### src/rtl/serial_add_pkg.sv
// serial_add_pkg: shared FSM state type, default width and counter sizing for serial_add_ctrl.
package serial_add_pkg;
  typedef enum logic [1:0] {IDLE, RUN, DONE} state_t;
  localparam int DEFAULT_WIDTH = 8;
  function automatic int cnt_width(input int width);
    return $clog2(width) + 1;
  endfunction
endpackage

### src/rtl/fullAdder.sv
// fullAdder: single-bit full adder cell, time-shared by serial_add_ctrl.
module fullAdder (
  input  logic a,
  input  logic b,
  input  logic cin,
  output logic sum,
  output logic cout
);
  assign sum  = a ^ b ^ cin;
  assign cout = (a & b) | (cin & (a ^ b));
endmodule

### src/rtl/serial_add_ctrl.sv
// serial_add_ctrl: bit-serial WIDTH-bit adder, LSB first, one bit per clock through one fullAdder.
// Define SERIAL_ADD_SUB_EN to add a 'sub' port that turns the operation into a - b.
module serial_add_ctrl
  import serial_add_pkg::*;
#(
  parameter int WIDTH = DEFAULT_WIDTH
) (
  input  logic             clk,
  input  logic             reset_n,
  input  logic             start,
  input  logic [WIDTH-1:0] a,
  input  logic [WIDTH-1:0] b,
  input  logic             cin,
`ifdef SERIAL_ADD_SUB_EN
  input  logic             sub,
`endif
  output logic             busy,
  output logic             done,
  output logic [WIDTH-1:0] sum,
  output logic             cout,
  output logic             ovf
);
  localparam int CW = cnt_width(WIDTH);
  state_t           state_q, state_d;
  logic [WIDTH-1:0] a_q, a_d, b_q, b_d, sum_q, sum_d, b_ld;
  logic [CW-1:0]    cnt_q, cnt_d;
  logic             carry_q, carry_d, cout_q, cout_d, ovf_q, ovf_d;
  logic             c_ld, s, co, last, accept, run;
`ifdef SERIAL_ADD_SUB_EN
  // Subtraction is a + ~b + 1, so cin is ignored when sub is set.
  assign b_ld = sub ? ~b : b;
  assign c_ld = sub | cin;
`else
  assign b_ld = b;
  assign c_ld = cin;
`endif
  fullAdder u_fa (
    .a   (a_q[0]),
    .b   (b_q[0]),
    .cin (carry_q),
    .sum (s),
    .cout(co)
  );
  assign last   = cnt_q == CW'(WIDTH - 1);
  assign accept = (state_q == IDLE) && start;
  assign run    = state_q == RUN;
  always_ff @(posedge clk or negedge reset_n) begin
    if (!reset_n) state_q <= IDLE;
    else          state_q <= state_d;
  end
  always_comb begin
    state_d = (state_q == IDLE) ? (start ? RUN : IDLE) :
              (state_q == RUN)  ? (last ? DONE : RUN)  : IDLE;
  end
  always_comb begin
    busy = state_q == RUN;
    done = state_q == DONE;
  end
  always_comb begin
    a_d     = accept ? a    : run ? a_q >> 1 : a_q;
    b_d     = accept ? b_ld : run ? b_q >> 1 : b_q;
    carry_d = accept ? c_ld : run ? co       : carry_q;
    cnt_d   = accept ? '0   : run ? cnt_q + 1'b1 : cnt_q;
    sum_d   = run ? {s, sum_q[WIDTH-1:1]} : sum_q;
    cout_d  = (run && last) ? co : cout_q;
    ovf_d   = (run && last) ? carry_q ^ co : ovf_q;
  end
  always_ff @(posedge clk or negedge reset_n) begin
    if (!reset_n) begin
      a_q     <= '0;
      b_q     <= '0;
      sum_q   <= '0;
      cnt_q   <= '0;
      carry_q <= 1'b0;
      cout_q  <= 1'b0;
      ovf_q   <= 1'b0;
    end else begin
      a_q     <= a_d;
      b_q     <= b_d;
      sum_q   <= sum_d;
      cnt_q   <= cnt_d;
      carry_q <= carry_d;
      cout_q  <= cout_d;
      ovf_q   <= ovf_d;
    end
  end
  assign sum  = sum_q;
  assign cout = cout_q;
  assign ovf  = ovf_q;
endmodule

### config.mk
export PLATFORM = sky130hd
export DESIGN_NAME = serial_add_ctrl
export DESIGN_NICKNAME = d
export VERILOG_FILES = /design/src/rtl/serial_add_pkg.sv /design/src/rtl/fullAdder.sv /design/src/rtl/serial_add_ctrl.sv
export SDC_FILE = /design/constraint.sdc
export NUM_CORES = 1
export LEC_CHECK = 0
export CORE_MARGIN = 3
export CORE_UTILIZATION = 50
export DETAILED_ROUTE_END_ITERATION = 8
export PLACE_DENSITY = 0.79
export SETUP_SLACK_MARGIN = 0.2
export SYNTH_ARGS = -nofsm -noshare
export SYNTH_HDL_FRONTEND = slang
export SYNTH_SLANG_ARGS = --single-unit
### constraint.sdc
create_clock -name clk -period 1.95 [get_ports clk]
set_input_delay 0.4875 -clock clk [delete_from_list [all_inputs] [get_ports clk]]
set_output_delay 0.4875 -clock clk [all_outputs]
set_load 0.01 [all_outputs]
==> reports/results.txt, run 1 <==
Slew HR - 70.27%
Cell variety after synth - 22
worst skew pair latency - 0.33 ns
count of state elements after synthesis - 33
met2 wire length - 1675 um
RSZ-0062 raised after global routing - no
Setup TNS - 0 ns
post-route ant nets - 0
largest net degree at the start of global routing - 34
largest family of logic cells by synthesized area - compound AO/OA/AOI/OAI gates
layout cell share with drive strength beyond 1 - 12.50%
most frequent cells in the layout - nand2_1, dfrtp_1, clkdlybuf4s50_1
core area - 0.002805 mm^2
io pins - 32
post-synthesis mux area share - 2.241%
kind of critical path - flop to output pin
worst min path class - flop to flop
Final HPWL DP - 2375 um
Int Power - 0.001643 W
Nets - 215
Overflow after GRT - 0
hold slack - 0.4921 ns
WP data required - 1.46 ns
Port Buf Inserts - 31
Synth Area in Simple Gates - 17.43%
first-pass GRT wire length - 5457 um
Root Driver - clkbuf_4
Yosys warning count - 0
Initial Util - 53.75%
initial drt markers - 53
Fin. Hold Viols - 0
metal3 WL - 209 um
DRT met1 WL - 1301 um
synthesized area - 0.001508 mm^2
clk sink count - 33
DRC errors left - 0
Leakage - 0.9552 nW
most common cell after layout, fill and taps aside - nand2_1
drt total wl - 3253 um
Pre-Repair DR Iteration Count - 4
Comb power frac - 43.9%
crit start category - flop
status - completed
CTS buffer count - 5
area share of fa/ha/maj cells after synthesis - 2.158%
max-slew violations - 0
Reg2Reg Setup Slack - 0.47 ns
Crit. End Element - output pin
Clock power frac - 12.6%
Fmax - 0.5967 GHz
Synth Area in Compound Gates - 19.67%
final instance area - 0.001939 mm^2
Vias - 1268
CP max FO - 4
total die area - 0.003710 mm^2
final setup vio count - 0
drt via density - 5.686
DIE HEIGHT - 60.91 um
top cell type's share of synthesized area - 54.77%
Synth area leader - dfrtp_1
pwr dens - 1385 mW/mm^2
gr usage total - 20.42%
Least-Margin Pin Slew - 0.4450 ns
CTS Hold Bufs - 0
CTS clk-pin slew, worst paths - 0.09 ns
Max IR drop VDD - 0.6538 mV
min cycle time layout - 1.676 ns
GPL Wtd Cong - 0.7936
initial antenna violation count - 0
DP Area - 0.001896 mm^2
wire per inst - 14.59 um
synth top area cells - dfrtp_1, nand2_1, a22oi_1
site row count - 19
Die X - 60.91 um
Switching Fraction - 38.83%
Crit path arrival time - 1.19 ns
Seq/Total Area, Yosys - 54.77%
TritonCTS clock tree - built
maxcap violations - 0
Clock Skews - 0.005243 ns
H-Tree Depth - 2
clock tree buffer depth - 2
sequential share of power - 43.5%
cells after synthesis - 153
period utilization - 85.95%
Syn Area/Cell - 9.854 um^2
vias in the first global route - 1277
Post-Synthesis Net Count - 175
Switching Power - 0.001043 W
antenna cell count - 0
area delta synth->final - 28.63%
DR top layer - met4
xor-xnor portion of the synthesized cell area - 0.5809%
[kinds of logic (layout without fill, tap and decap cells)]
group                    Yosys count  after routing
multiplexers                       3              3
flip-flops                        33             33
AND/OR/NAND/NOR                   55             55
adder cells (fa/ha/maj)            2              2
AO/OA/AOI/OAI                     49             49
buffers and inverters             10             49
XOR/XNOR                           1              1
[state kept, by name, indices dropped and copies added (netlist names)]
signal,count
b_q,8
a_q,8
ovf,1
cnt_q,4
cout,1
carry_q,1
state_q,2
sum,8
[power by group through the flow]
stage               clock network [W]  logic, W  registers [W]
detailed placement                  0   0.00125        0.00119
finish                       0.000338   0.00118        0.00117
floorplan                           0  0.000725        0.00118
global route                 0.000375   0.00135        0.00121
global placement                    0   0.00120        0.00117
CTS                          0.000349   0.00121        0.00118
[layout make-up]
type | instances | area, um^2
Multi-Input combinational cell | 110 | 634.4
Timing Repair Buffer | 42 | 394.1
Sequential cell | 33 | 825.8
Inverter | 1 | 3.754
Fill cell | 231 | 865.8
Clock inverter | 1 | 5.005
Tap cell | 31 | 38.79
Clock buffer | 5 | 37.54
[critical path: stages (launching register included)]
cell and delay [ns]:
dfrtp_1 0.43, nor2b_1 0.16, clkdlybuf4s15_1 0.26
[through the flow]
step	std cells	worst slack, ns	total power [W]	utilization [%]
after floorplan	153	0.4593	0.001909	-
after global placement	217	0.2237	0.002364	67.57
after detailed placement	217	0.1016	0.002439	67.57
after CTS	223	0.2079	0.002734	68.78
after global routing	223	0.2029	0.002931	69.13
final	223	0.2741	0.002685	69.13
[synth_stat cells, drive strengths merged]
| cell | number |
|---|---|
| inv | 1 |
| and2b | 1 |
| nand2 | 35 |
| nor3 | 1 |
| a21oi | 12 |
| ha | 1 |
| a22oi | 15 |
| a22o | 2 |
| o21ai | 18 |
| o21bai | 1 |
| nand3 | 2 |
| fa | 1 |
| buf | 6 |
| clkbuf | 3 |
| nor2 | 2 |
| xor2 | 1 |
| mux2 | 3 |
| dfrtp | 33 |
| nand2b | 1 |
| nor2b | 13 |
| o311ai | 1 |
[metal layers]
layer  global-route usage, %  vias to the layer above
met5                       0                        -
met2                   35.27                       38
li1                        -                      610
met4                   12.38                        0
met3                   4.894                        8
met1                   22.59                      612
[final timing paths]
kind / from / end / cells past startpoint
min: sum[0] / sum[0] / 2
min in group asynchronous: reset_n / cnt_q[2] / 2
min reg2reg: sum[0] / sum[0] / 2
max reg2reg: carry_q / ovf / 3
max: state_q[0] / done / 2
max in group asynchronous: reset_n / b_q[5] / 2
[what timing repair did]
| action | 4_1_cts | 5_1_grt |
|---|---|---|
| resized for setup | 7 | 8 |
| setup endpoints to repair | 7 | 7 |
| buffers inserted | 0 | 0 |
Power figures use the tool's default switching activity.
==> run 2, diff against run 1 <==
- clock period: 1.95 -> 1.63 ns (I/O delays scaled with it)
==> reports/results.txt, run 2 (synthesis gave the netlist of run 1 again) <==
status - completed
pwr dens - 1773 mW/mm^2 (+28%)
worst min path class - input pin to async pin
post-route ant nets - 0 (unchanged)
vias in the first global route - 1211 (-5.2%)
RSZ-0062 raised after global routing - yes
Slew HR - 83.75% (+13 points)
clock tree buffer depth - 2 (unchanged)
Overflow after GRT - 0 (unchanged)
kind of critical path - flop to output pin
placed instance count - 215 (-0.92%)
worst path cell trace - nor2b_4, buf_6
site row count - 19 (unchanged)
Slowest-stage cell, CP - dfrtp_2
CTS Hold Bufs - 0 (unchanged)
WP data required - 1.22 ns (-0.24 ns)
Fin. Hold Viols - 0 (unchanged)
Final HPWL DP - 2220 um (-6.5%)
Pre-Repair DR Iteration Count - 4 (unchanged)
Leakage - 0.9635 nW (+0.88%)
Root Driver - clkbuf_4
final setup vio count - 0 (unchanged)
Int Power - 0.002374 W (+45%)
H-Tree Depth - 2 (unchanged)
Vias - 1264 (-0.32%)
CP max FO - 3 (-1)
gr usage total - 20.78% (+0.36 points)
wire per inst - 14.18 um (-2.8%)
first-pass GRT wire length - 5554 um (+1.8%)
total die area - 0.003710 mm^2 (unchanged)
Clock power frac - 17.2% (+4.6 points)
Switching Power - 0.001353 W (+30%)
most common cell after layout, fill and taps aside - nand2_1
TritonCTS clock tree - built
most frequent cells in the layout - nand2_1, dfrtp_1, buf_4
io pins - 32 (unchanged)
GPL Wtd Cong - 0.7915 (-0.26%)
Max IR drop VDD - 0.8513 mV (+30%)
DRC errors left - 0 (unchanged)
Comb power frac - 45.2% (+1.3 points)
max-slew violations - 0 (unchanged)
DIE HEIGHT - 60.91 um (unchanged)
initial drt markers - 68 (+28%)
Nets - 226 (+5.1%)
area delta synth->final - 39.42%
largest net degree at the start of global routing - 34 (unchanged)
worst skew pair latency - 0.34 ns (about the same)
Initial Util - 53.75% (unchanged)
Pwr Total - 0.003728 W (+39%)
period utilization - 89.39%
Switching Fraction - 36.31% (-2.5 points)
crit start category - flop
post-route insts no fill - 236 (+5.8%)
drt total wl - 3346 um (+2.9%)
clk sink count - 33 (unchanged)
Fmax - 0.6863 GHz
layout cell share with drive strength beyond 1 - 21.46% (+9.0 points)
Crit. End Element - output pin
Die X - 60.91 um (unchanged)
CTS buffer count - 5 (unchanged)
drt via density - 5.356 (-5.8%)
Port Buf Inserts - 31 (unchanged)
hold slack - 0.4191 ns (-0.07304 ns)
Worst path max stage delay - 0.46 ns (+0.03 ns)
initial antenna violation count - 0 (unchanged)
CTS clk-pin slew, worst paths - 0.10 ns (about the same)
maxcap violations - 0 (unchanged)
Clock Skews - 0.01243 ns (+0.007184 ns)
antenna cell count - 0 (unchanged)
sequential share of power - 37.6% (-5.9 points)
Least-Margin Pin Slew - 0.2400 ns (-0.2050 ns)
core area - 0.002805 mm^2 (unchanged)
Crit path arrival time - 1.05 ns (-0.14 ns)
min cycle time layout - 1.457 ns
==> run 2: changes by cell type in the layout (fill, tap and decap cells not counted), moves of 2 or more <==
| cell | previous run | this run |
|---|---|---|
| nor2b_1 | 13 | 11 |
| buf_6 | 0 | 2 |
| nor2b_4 | 0 | 2 |
| dlygate4sd2_1 | 5 | 0 |
| clkdlybuf4s15_1 | 1 | 9 |
| dlymetal6s2s_1 | 5 | 0 |
| buf_4 | 11 | 21 |
==> run 2: metrics by stage <==
step / setup TNS [ns] / util (%) / instance area [um^2] / setup WS (ns)
global route: 0 / 74.93 / 2102 / 0.1216
detailed placement: -0.5380 / 67.48 / 1893 / -0.1011
floorplan: 0 / - / 1508 / 0.2193
CTS: 0 / 72.30 / 2028 / 0.1275
global placement: -0.03932 / 67.48 / 1893 / -0.01510
finish: 0 / 74.93 / 2102 / 0.1730
==> run 2: critical path, delay by kind of cell, from the launching register on <==
kind | cells | cell delay (ns)
buf+inv | 1 | 0.11
simple gates | 1 | 0.14
flops | 1 | 0.46
==> run 2: path summary, 6_finish.rpt <==
| kind | from | endpoint | slack (ns) | depth (start not counted) |
|---|---|---|---|---|
| setup / recovery | state_q[0] | done | 0.17 | 2 |
| hold / removal | reset_n | state_q[1] | 0.42 | 2 |
| setup reg to reg | cnt_q[0] | cout | 0.25 | 4 |
| hold reg to reg | a_q[2] | a_q[2] | 0.50 | 2 |
| max in group asynchronous | reset_n | state_q[0] | 1.03 | 2 |
| min in group clk | a_q[2] | a_q[2] | 0.50 | 2 |
==> run 2: power by group through the flow <==
stage / combinational (W) / clock [W] / sequential [W]
2_1_floorplan: 0.000867 / 0 / 0.00142
3_3_place_gp: 0.00141 / 0 / 0.00139
3_5_place_dp: 0.00147 / 0 / 0.00142
4_1_cts: 0.00155 / 0.000644 / 0.00139
5_1_grt: 0.00192 / 0.000689 / 0.00145
6_report: 0.00169 / 0.000640 / 0.00140
==> run 2: timing repair <==
action,4_1_cts,5_1_grt
endpoints found under the setup margin,14,14
gates resized for setup,25,15
setup buffers,7,6
gates cloned,0,0
pin swaps,0,1
==> run 2: layer usage <==
| layer | part of all wire [%] | GRT usage (%) | vias to the layer above | routed length (um) |
|---|---|---|---|---|
| met5 | 0 | 0 | - | 0 |
| met2 | 49 | 33.74 | 36 | 1655 |
| met3 | 5.5 | 5.957 | 5 | 183 |
| met4 | 1.6 | 9.288 | 0 | 53 |
| li1 | - | - | 627 | - |
| met1 | 43 | 25.71 | 596 | 1455 |
==> run 2: layout make-up <==
cell class	count	area (um^2)
repair buffers	53	485.5
flip-flops and latches	33	827.0
inverters	1	3.754
clock buffers	7	55.05
fillers	217	703.2
well taps	31	38.79
clock inverters	1	30.03
multi-input cells	110	661.9
==> run 3, diff against run 2 <==
- GPL_TIMING_DRIVEN: not set -> 0
==> reports/results.txt, run 3 (synthesis gave the netlist of run 1 again) <==
final worst slack - -0.07209 ns (-0.2450 ns)
Fin. Hold Viols - 0 (unchanged)
Vias - 1423 (+13%)
maxcap violations - 0 (unchanged)
Crit. End Element - output pin
worst slack at placement - -0.4392 ns (-0.3381 ns)
worst min path class - input pin to async pin
initial drt markers - 71 (+4.4%)
r2r endpoint - b_q[5]
first-pass GRT wire length - 6458 um (+16%)
core area - 0.002805 mm^2 (unchanged)
total die area - 0.003710 mm^2 (unchanged)
Overflow after GRT - 0 (unchanged)
most frequent cells in the layout - dfrtp_1, nand2_1, buf_4
Port Buf Inserts - 31 (unchanged)
TritonCTS clock tree - built
RSZ-0062 raised after global routing - yes
wire per inst - 16.57 um (+17%)
Max IR drop VDD - 0.9808 mV (+15%)
violated checks - setup timing
final setup vio count - 2 (+2)
WP data required - 1.22 ns (about the same)
busiest grt layer - met2
largest net degree at the start of global routing - 34 (unchanged)
DRC errors left - 0 (unchanged)
Final HPWL DP - 2322 um (+4.6%)
layout cell share with drive strength beyond 1 - 32.56% (+11 points)
Pwr Total - 0.004014 W (+7.7%)
max-slew violations - 0 (unchanged)
Root Driver - clkbuf_4
period utilization - 104.4% (+15 points)
CP max FO - 2 (-1)
Slew HR - 51.34% (-32 points)
M2 GR Usage - 42.29% (+8.5 points)
kind of critical path - flop to output pin
antenna cell count - 0 (unchanged)
post-route ant nets - 0 (unchanged)
Crit path arrival time - 1.29 ns (+0.24 ns)
pwr dens - 1828 mW/mm^2 (+3.1%)
Reg2Reg Launch Point - state_q[1]
clk sink count - 33 (unchanged)
Clock Skews - 0.01121 ns (-0.001217 ns)
Leakage - 1.029 nW (+6.7%)
io pins - 32 (unchanged)
GPL Wtd Cong - 0.7765 (-1.9%)
area delta synth->final - 45.64%
gr usage total - 24.63% (+3.9 points)
site row count - 19 (unchanged)
clock tree buffer depth - 2 (unchanged)
initial antenna violation count - 0 (unchanged)
# fillers - 181 (-17%)
Initial Util - 53.75% (unchanged)
vias in the first global route - 1440 (+19%)
Pre-Repair DR Iteration Count - 4 (unchanged)
GRT met3 Usage - 6.596% (+0.64 points)
GR Util met1 - 28.69% (+3.0 points)
reg2reg path depth - 9 (+5)
drt via density - 5.785 (+8.0%)
DIE HEIGHT - 60.91 um (unchanged)
CTS buffer count - 5 (unchanged)
status - finished, violations left
Die X - 60.91 um (unchanged)
crit start category - flop
Least-Margin Pin Slew - 0.7299 ns (+0.4898 ns)
CTS clk-pin slew, worst paths - 0.10 ns (about the same)
Nets - 236 (+4.4%)
Fmax - 0.5875 GHz (-14%)
drt total wl - 4075 um (+22%)
min cycle time layout - 1.702 ns (+0.2450 ns)
H-Tree Depth - 2 (unchanged)
worst skew pair latency - 0.34 ns (about the same)
most common cell after layout, fill and taps aside - dfrtp_1
Reg2Reg Setup Slack - 0.11 ns (-0.14 ns)
-- run 3: layer usage --
metal / wire [um] / vias to the layer above
met5: 0 / -
met4: 133 / 0
met3: 246 / 14
met2: 2102 / 58
met1: 1592 / 697
li1: - / 654
-- run 3: worst max-delay path: stages, from the launching register on --
cell,delay (ns)
dfrtp_1,0.43
buf_6,0.13
nand2b_4,0.14
inv_4,0.06
buf_6,0.10
buf_6,0.09
-- run 3: through the flow --
| stage | utilization (%) | hold WS [ns] | instances | area [um^2] | TNS (ns) |
|---|---|---|---|---|---|
| floorplan | - | 0.1119 | 153 | 1508 | 0 |
| global placement | 66.19 | 0.4597 | 215 | 1857 | -17.57 |
| detailed placement | 66.01 | 0.4751 | 215 | 1852 | -2.891 |
| CTS | 74.49 | 0.1182 | 241 | 2090 | -0.1131 |
| global route | 78.28 | 0.1406 | 246 | 2196 | -0.2162 |
| finish | 78.28 | 0.1168 | 246 | 2196 | -0.1025 |
-- run 3: worst max path at each step --
stage	start	to	slack [ns]	cells past startpoint
after global routing	state_q[1]	busy	-0.13	5
after floorplan	state_q[1]	done	0.22	3
after detailed placement	state_q[1]	done	-0.44	4
after CTS	state_q[1]	busy	-0.07	5
after global placement	reset_n	b_q[3]	-0.46	1
final	state_q[1]	busy	-0.07	5
-- run 3: power by group --
part	total, W	switching, W	internal, W	leakage [nW]
sequential	0.00141	0.000263	0.00115	0.429
combinational	0.00216	0.00106	0.00110	0.568
clock	0.000443	0.000279	0.000164	0.0320
-- run 3: timing repair --
action | in CTS | in global routing
setup buffers | 18 | 5
hold buffers | 0 | 0
setup endpoints to repair | 16 | 33
resized for setup | 44 | 43
pin swaps | 1 | 8
hold endpoints to repair | 0 | 0
-- run 3: final cells by class --
| class | count | area [um^2] | share of cell area, % |
|---|---|---|---|
| clock inverter | 2 | 10.01 | 0.4558 |
| tap | 31 | 38.79 | 1.766 |
| timing repair buffer | 54 | 464.2 | 21.14 |
| multi-input combinational | 110 | 728.2 | 33.16 |
| sequential | 33 | 827.0 | 37.66 |
| buffer | 9 | 80.08 | 3.647 |
| inverter | 1 | 6.256 | 0.2849 |
| clock buffer | 6 | 41.29 | 1.880 |
